<file path="src/rtl/muldiv_sequencer_pkg.sv">
// muldiv_sequencer_pkg: shared RV32M constants, FSM state type and result selection helper.
package muldiv_sequencer_pkg;
  localparam int XLEN = 32;
  localparam logic [6:0] OP_RTYPE = 7'b0110011;
  localparam logic [6:0] FUNCT7_MULDIV = 7'b0000001;
  localparam logic [2:0] F3_MUL = 3'b000;
  localparam logic [2:0] F3_MULH = 3'b001;
  localparam logic [2:0] F3_MULHSU = 3'b010;
  localparam logic [2:0] F3_MULHU = 3'b011;
  localparam logic [2:0] F3_DIV = 3'b100;
  localparam logic [2:0] F3_DIVU = 3'b101;
  localparam logic [2:0] F3_REM = 3'b110;
  localparam logic [2:0] F3_REMU = 3'b111;
  typedef enum logic [1:0] {IDLE, MUL, DIV, DONE} muldiv_state_t;
  // acc holds the unsigned product, or {remainder, quotient} for divides
  function automatic logic [XLEN-1:0] sel_result(input logic [2:0] f3, input logic [2*XLEN-1:0] acc,
                                                  input logic sa, input logic sb);
    logic [2*XLEN-1:0] prod;
    logic [XLEN-1:0] quot;
    logic [XLEN-1:0] rem;
    prod = (sa ^ sb) ? -acc : acc;
    quot = (sa ^ sb) ? -acc[XLEN-1:0] : acc[XLEN-1:0];
    rem = sa ? -acc[2*XLEN-1:XLEN] : acc[2*XLEN-1:XLEN];
    return !f3[2] ? ((f3[1:0] == 2'b00) ? prod[XLEN-1:0] : prod[2*XLEN-1:XLEN]) : (f3[1] ? rem : quot);
  endfunction
endpackage

</file>
<file path="src/rtl/muldiv_sequencer_if.sv">
// muldiv_sequencer_if: decode/EX-side request and result bundle for the multiply/divide unit.
interface muldiv_sequencer_if;
  import muldiv_sequencer_pkg::*;
  logic start;
  logic [2:0] funct3;
  logic [XLEN-1:0] op_a;
  logic [XLEN-1:0] op_b;
  logic flush;
  logic busy;
  logic stall;
  logic done;
  logic [XLEN-1:0] result;
  modport master(output start, funct3, op_a, op_b, flush, input busy, stall, done, result);
  modport slave(input start, funct3, op_a, op_b, flush, output busy, stall, done, result);
endinterface

</file>
<file path="src/rtl/muldiv_sequencer.sv">
// muldiv_sequencer: iterative RV32M unit, shift-add multiply and restoring divide over XLEN cycles.
module muldiv_sequencer
  import muldiv_sequencer_pkg::*;
(
  input logic clk,
  input logic rst_n,
  muldiv_sequencer_if.slave io
);
  muldiv_state_t state_q;
  logic [2:0] f3_q;
  logic sa_q;
  logic sb_q;
  logic [4:0] cnt_q;
  logic [2*XLEN-1:0] acc_q;
  logic [2*XLEN-1:0] acc_d;
  logic [XLEN-1:0] opb_q;
  logic [XLEN-1:0] result_q;
  logic done_q;
  logic signed_a;
  logic signed_b;
  logic neg_a;
  logic neg_b;
  logic [XLEN-1:0] abs_a;
  logic [XLEN-1:0] abs_b;
  logic div_zero;
  logic div_ovf;
  logic [XLEN-1:0] fast_res;
  logic [XLEN:0] sum;
  logic [XLEN:0] trial;
  logic [2*XLEN-1:0] mul_nxt;
  logic [2*XLEN-1:0] div_nxt;
  always_comb begin
    signed_a = io.funct3 inside {F3_MULH, F3_MULHSU, F3_DIV, F3_REM};
    signed_b = io.funct3 inside {F3_MULH, F3_DIV, F3_REM};
    neg_a = signed_a & io.op_a[XLEN-1];
    neg_b = signed_b & io.op_b[XLEN-1];
    abs_a = neg_a ? -io.op_a : io.op_a;
    abs_b = neg_b ? -io.op_b : io.op_b;
    div_zero = io.funct3[2] & (io.op_b == '0);
    div_ovf = io.funct3[2] & ~io.funct3[0] & (io.op_a == {1'b1, {(XLEN-1){1'b0}}}) & (io.op_b == '1);
    fast_res = div_zero ? (io.funct3[1] ? io.op_a : '1) : (io.funct3[1] ? '0 : {1'b1, {(XLEN-1){1'b0}}});
    sum = {1'b0, acc_q[2*XLEN-1:XLEN]} + (acc_q[0] ? {1'b0, opb_q} : '0);
    mul_nxt = {sum, acc_q[XLEN-1:1]};
    // trial subtract uses the shifted-out bit so remainders near 2^XLEN stay exact
    trial = acc_q[2*XLEN-1:XLEN-1] - {1'b0, opb_q};
    div_nxt = trial[XLEN] ? {acc_q[2*XLEN-2:0], 1'b0} : {trial[XLEN-1:0], acc_q[XLEN-2:0], 1'b1};
    acc_d = (state_q == MUL) ? mul_nxt : div_nxt;
  end
  always_ff @(posedge clk or negedge rst_n) begin
    if (!rst_n) begin
      state_q <= IDLE;
      f3_q <= '0;
      sa_q <= 1'b0;
      sb_q <= 1'b0;
      cnt_q <= '0;
      acc_q <= '0;
      opb_q <= '0;
      result_q <= '0;
      done_q <= 1'b0;
    end else if (io.flush) begin
      state_q <= IDLE;
      done_q <= 1'b0;
    end else begin
      done_q <= 1'b0;
      case (state_q)
        IDLE: if (io.start) begin
          f3_q <= io.funct3;
          sa_q <= neg_a;
          sb_q <= neg_b;
          cnt_q <= '0;
          acc_q <= {{XLEN{1'b0}}, abs_a};
          opb_q <= abs_b;
          if (div_zero | div_ovf) begin
            result_q <= fast_res;
            done_q <= 1'b1;
            state_q <= DONE;
          end else begin
            state_q <= io.funct3[2] ? DIV : MUL;
          end
        end
        MUL, DIV: begin
          acc_q <= acc_d;
          cnt_q <= cnt_q + 5'd1;
          if (cnt_q == 5'd31) begin
            result_q <= sel_result(f3_q, acc_d, sa_q, sb_q);
            done_q <= 1'b1;
            state_q <= DONE;
          end
        end
        DONE: state_q <= IDLE;
      endcase
    end
  end
  assign io.busy = state_q != IDLE;
  assign io.stall = (io.start & (state_q == IDLE)) | (state_q == MUL) | (state_q == DIV);
  assign io.done = done_q;
  assign io.result = result_q;
endmodule
</file>
<file path="src/flat_wrapper.sv">
// flat-port wrapper written by rule: the top's interface ports become plain ports
module muldiv_sequencer_flat import muldiv_sequencer_pkg::*;
  (clk, rst_n, io_start, io_funct3, io_op_a, io_op_b, io_flush, io_busy, io_stall, io_done, io_result);
  muldiv_sequencer_if io_i ();
  input logic clk;
  input logic rst_n;
  input wire logic [$bits(io_i.start)-1:0] io_start;
  input wire logic [$bits(io_i.funct3)-1:0] io_funct3;
  input wire logic [$bits(io_i.op_a)-1:0] io_op_a;
  input wire logic [$bits(io_i.op_b)-1:0] io_op_b;
  input wire logic [$bits(io_i.flush)-1:0] io_flush;
  output wire logic [$bits(io_i.busy)-1:0] io_busy;
  output wire logic [$bits(io_i.stall)-1:0] io_stall;
  output wire logic [$bits(io_i.done)-1:0] io_done;
  output wire logic [$bits(io_i.result)-1:0] io_result;
  assign io_i.start = io_start;
  assign io_i.funct3 = io_funct3;
  assign io_i.op_a = io_op_a;
  assign io_i.op_b = io_op_b;
  assign io_i.flush = io_flush;
  assign io_busy = io_i.busy;
  assign io_stall = io_i.stall;
  assign io_done = io_i.done;
  assign io_result = io_i.result;
  muldiv_sequencer u_core (.clk(clk), .rst_n(rst_n), .io(io_i));
endmodule
</file>
<file path="config.mk">
export PLATFORM = sky130hd
export DESIGN_NAME = muldiv_sequencer_flat
export DESIGN_NICKNAME = d
export VERILOG_FILES = /design/src/rtl/muldiv_sequencer_pkg.sv /design/src/rtl/muldiv_sequencer_if.sv /design/src/rtl/muldiv_sequencer.sv /design/src/flat_wrapper.sv
export SDC_FILE = /design/constraint.sdc
export NUM_CORES = 1
export LEC_CHECK = 0
export ABC_AREA = 0
export BUFFER_PORTS_ARGS = -buffer_cell sky130_fd_sc_hd__clkbuf_2
export CAP_MARGIN = 20
export CORE_ASPECT_RATIO = 0.8
export CORE_MARGIN = 10
export CORE_UTILIZATION = 40
export DETAILED_ROUTE_END_ITERATION = 10
export GPL_TIMING_DRIVEN = 1
export PLACE_DENSITY_LB_ADDON = 0.08
export SKIP_CTS_REPAIR_TIMING = 1
export SLEW_MARGIN = 40
export SYNTH_ARGS = -nofsm -noshare
export SYNTH_HDL_FRONTEND = slang
export SYNTH_SLANG_ARGS = --single-unit
</file>
<file path="constraint.sdc">
create_clock -name clk -period 14.35 [get_ports clk]
set_input_delay 2.87 -clock clk [delete_from_list [all_inputs] [get_ports clk]]
set_output_delay 2.87 -clock clk [all_outputs]
set_load 0.005 [all_outputs]
</file>
==> metrics.md <==
| Metric | Value |
|---|---|
| Final worst path period share | `~47%` |
| Die extent in y | `just under 200 um` |
| Critical Path Slowest Stage Cell | `and4b_1` |
| CORE AREA | `38,300 um^2` |
| Clock Sinks | `141` |
| Critical path type | `primary input to flop` |
| CTS Buf Count | `17` |
| ANT nets after route | `0` |
| Placed cell count | `~2,600` |
| Max Slew Vio Count | `0` |
| Worst-Margin Slew | `868 ps` |
| Gr usage total | `27.7%` |
| Post-synth cell types | `91` |
| Via Count | `16,600` |
| Syn Area/Cell | `between 7 and 8 um^2` |
| Clock buffer depth | `2` |
| Final setup vio count | `0` |
| Number of I/O port buffers | `105` |
| Remaining global-route overflow | `0` |
| Async SR Flop Fraction | `between 90% and 100%` |
| Worst R2R Setup Slack | `about 7900 ps` |
| CP endpoint kind | `flop` |
| Wirelength, routed | `~66,000 um` |
| Clk_lat worst skew | `about 470 ps` |
| Cells after synthesis | `around 2,100` |
| Fin crit period | `6740 ps` |
| Die area | `between 40,000 and 50,000 um^2` |
| Htree depth | `4` |
| Final HPWL DP | `52,200 um` |
| Synth warn | `0` |
| Critical Path Fanout Max | `23` |
| Critical path's largest stage delay | `640 ps` |
| Most common cell after layout, fill and taps aside | `nand2_1` |
| Ys flop type | `dfrtp_1` |
| Crit path setup slack, layout | `between 7000 and 8000 ps` |
| # DRC | `0` |
| Final Hold Vio Count | `0` |
| Share of cells above drive strength 1 | `10.1%` |
| Hold Path Origin | `u_core.cnt_q[4]` |
| Hold Crit Class | `flop to flop` |
| Non-filler cells, final | `2,643` |
| Synth Net Count | `2,243` |
| Final nets | `approximately 2,300` |
| Row cnt | `64` |
| Flops & latches, synth | `141` |
| Worst Path Required | `between 10,000 and 15,000 ps` |
| Worst r2r path cells | `18` |
| Status | `completed` |
| Vias per cell | `about 6.3` |
| DR pass1 iterations | `6` |
| Die width | `approximately 240 um` |
| Crit path DAT | `approximately 7100 ps` |
| Final Skew | `about 10 ps` |
| Pin count of the biggest net entering global routing | `96` |
| Layout fillers | `approximately 3,900` |
| Most frequent cells in the layout | `242 x nand2_1, 213 x o21ai_0, 203 x nor2_1` |
| Syn Std Cell Area | `about 16,000 um^2` |
| Relative slew slack | `41.6%` |
| CP startpoint kind | `primary input` |
| Number of synthesized flops with an enable pin | `0` |
| Antenna violations before repair | `2` |
| Number of global-route vias before repair | `~15,000` |
| First-pass GRT wire length | `about 100,000 um` |
| CTS tree | `yes` |
| Clock Pin Slew Worst Setup and Hold Paths | `~60 ps` |
| I/O Pins | `roughly 110` |
| Pre-CTS WS | `7240 ps` |
| Hold-critical path depth | `2` |
| Drt initial violations | `between 2,000 and 2,500` |
| Unrepaired setup endpoints after global routing | `false` |
| Wirelength per Cell | `24.9 um` |
| GP Congestion | `0.995` |
| Register area share after synthesis | `22.7%` |
| R2r endpoint | `u_core.io.result[24]` |
| Hold Path End | `u_core.cnt_q[4]` |
| Max Fclk | `around 150 MHz` |
| R2r startpoint | `u_core.acc_q[31]` |
| CP cell instances | `clkbuf_2 > or4_1 > or4_1 > nor4_1 > nand2_1 > nor2_1 > and4b_1 > a21oi_1 > a211o_2 > nor2_1 > o21ai_0 > a221oi_1 > a311oi_1` |
| Max Cap Viol | `0` |
| Initial Utilization | `around 41%` |
| TNS Setup | `0 ps` |
| Antenna cells | `0` |
| CTS root buffer | `clkbuf_16` |
| Area Growth Syn to Fin | `10.1%` |
cell type report:
cell class	count	area (um^2)	share of cell area, %
clock buffers	22	464	2.71
repair buffers	133	746	4.36
multi-input cells	1769	11400	66.4
well taps	495	619	3.62
flip-flops and latches	141	3530	20.6
inverters	73	274	1.60
clock inverters	10	115	0.673
cells in the mapped netlist, types with 20 or more instances:
cell	number	share of area, %
nand2_1	242	5.9
o21ai_0	216	7.0
nor2_1	204	4.9
a21oi_1	166	5.4
dfrtp_1	141	23
xnor2_1	100	5.6
clkbuf_1	90	2.2
xor2_1	78	4.4
ha_1	76	6.1
inv_1	69	1.7
mux2i_1	54	3.5
and2_1	47	1.9
nor3_1	45	1.5
nand3_1	34	1.1
a31oi_1	33	1.3
o211ai_1	33	1.6
nand4_1	30	1.2
a21o_1	24	1.2
nand2b_1	23	0.93
a22o_1	22	1.2
nor2b_1	21	0.85
nor4_1	21	0.85
o31ai_1	20	0.97
layer usage:
| layer | vias up | part of all wire, % | global-route usage [%] |
|---|---|---|---|
| li1 | 7746 | - | - |
| met3 | 51 | 11 | 7.27 |
| met4 | 2 | 1.0 | 4.61 |
| met2 | 770 | 39 | 36.7 |
| met1 | 8008 | 49 | 43.3 |
| met5 | - | 0.018 | 0 |
critical path, delay by kind of cell:
kind / cells / cell delay [ps]
simple gates: 7 / 2640
compound gates: 5 / 1390
buf+inv: 1 / 130
worst max path at each step:
stage,depth (start not counted),to,startpoint
floorplan,11,u_core.io.result[10],io_op_a[13]
global placement,15,u_core.io.result[26],io_op_b[16]
detailed placement,15,u_core.io.result[18],io_op_b[16]
CTS,24,u_core.io.result[30],u_core.acc_q[31]
global route,15,u_core.io.result[26],io_op_b[16]
finish,13,u_core.io.result[26],io_op_b[4]
through the flow:
stage	util, %	area, um^2	hold slack, ps
floorplan	-	15500	445
global placement	43.1	16500	456
detailed placement	43.1	16500	470
CTS	44.6	17100	485
global route	44.7	17100	515
finish	44.7	17100	482
kinds of logic after synthesis:
| family | after synthesis | share of synthesized area (%) |
|---|---|---|
| AO/OA/AOI/OAI | 690 | 28.2 |
| XOR/XNOR | 180 | 10.3 |
| adder cells (fa/ha/maj) | 78 | 6.38 |
| buffers and inverters | 184 | 4.67 |
| flip-flops | 141 | 22.7 |
| multiplexers | 63 | 4.13 |
| AND/OR/NAND/NOR | 758 | 23.6 |
flip-flops by register name, indices dropped and copies added, names as in the netlist:
name              count
u_core.acc_q         64
u_core.io.result     32
u_core.opb_q         32
u_core.cnt_q          5
u_core.f3_q           3
u_core.state_q        2
u_core.io.done        1
u_core.sa_q           1
u_core.sb_q           1
Power is left out: the tool's default activity adds up to more than one toggle a clock period on the data nets, which glitch-free logic cannot reach.
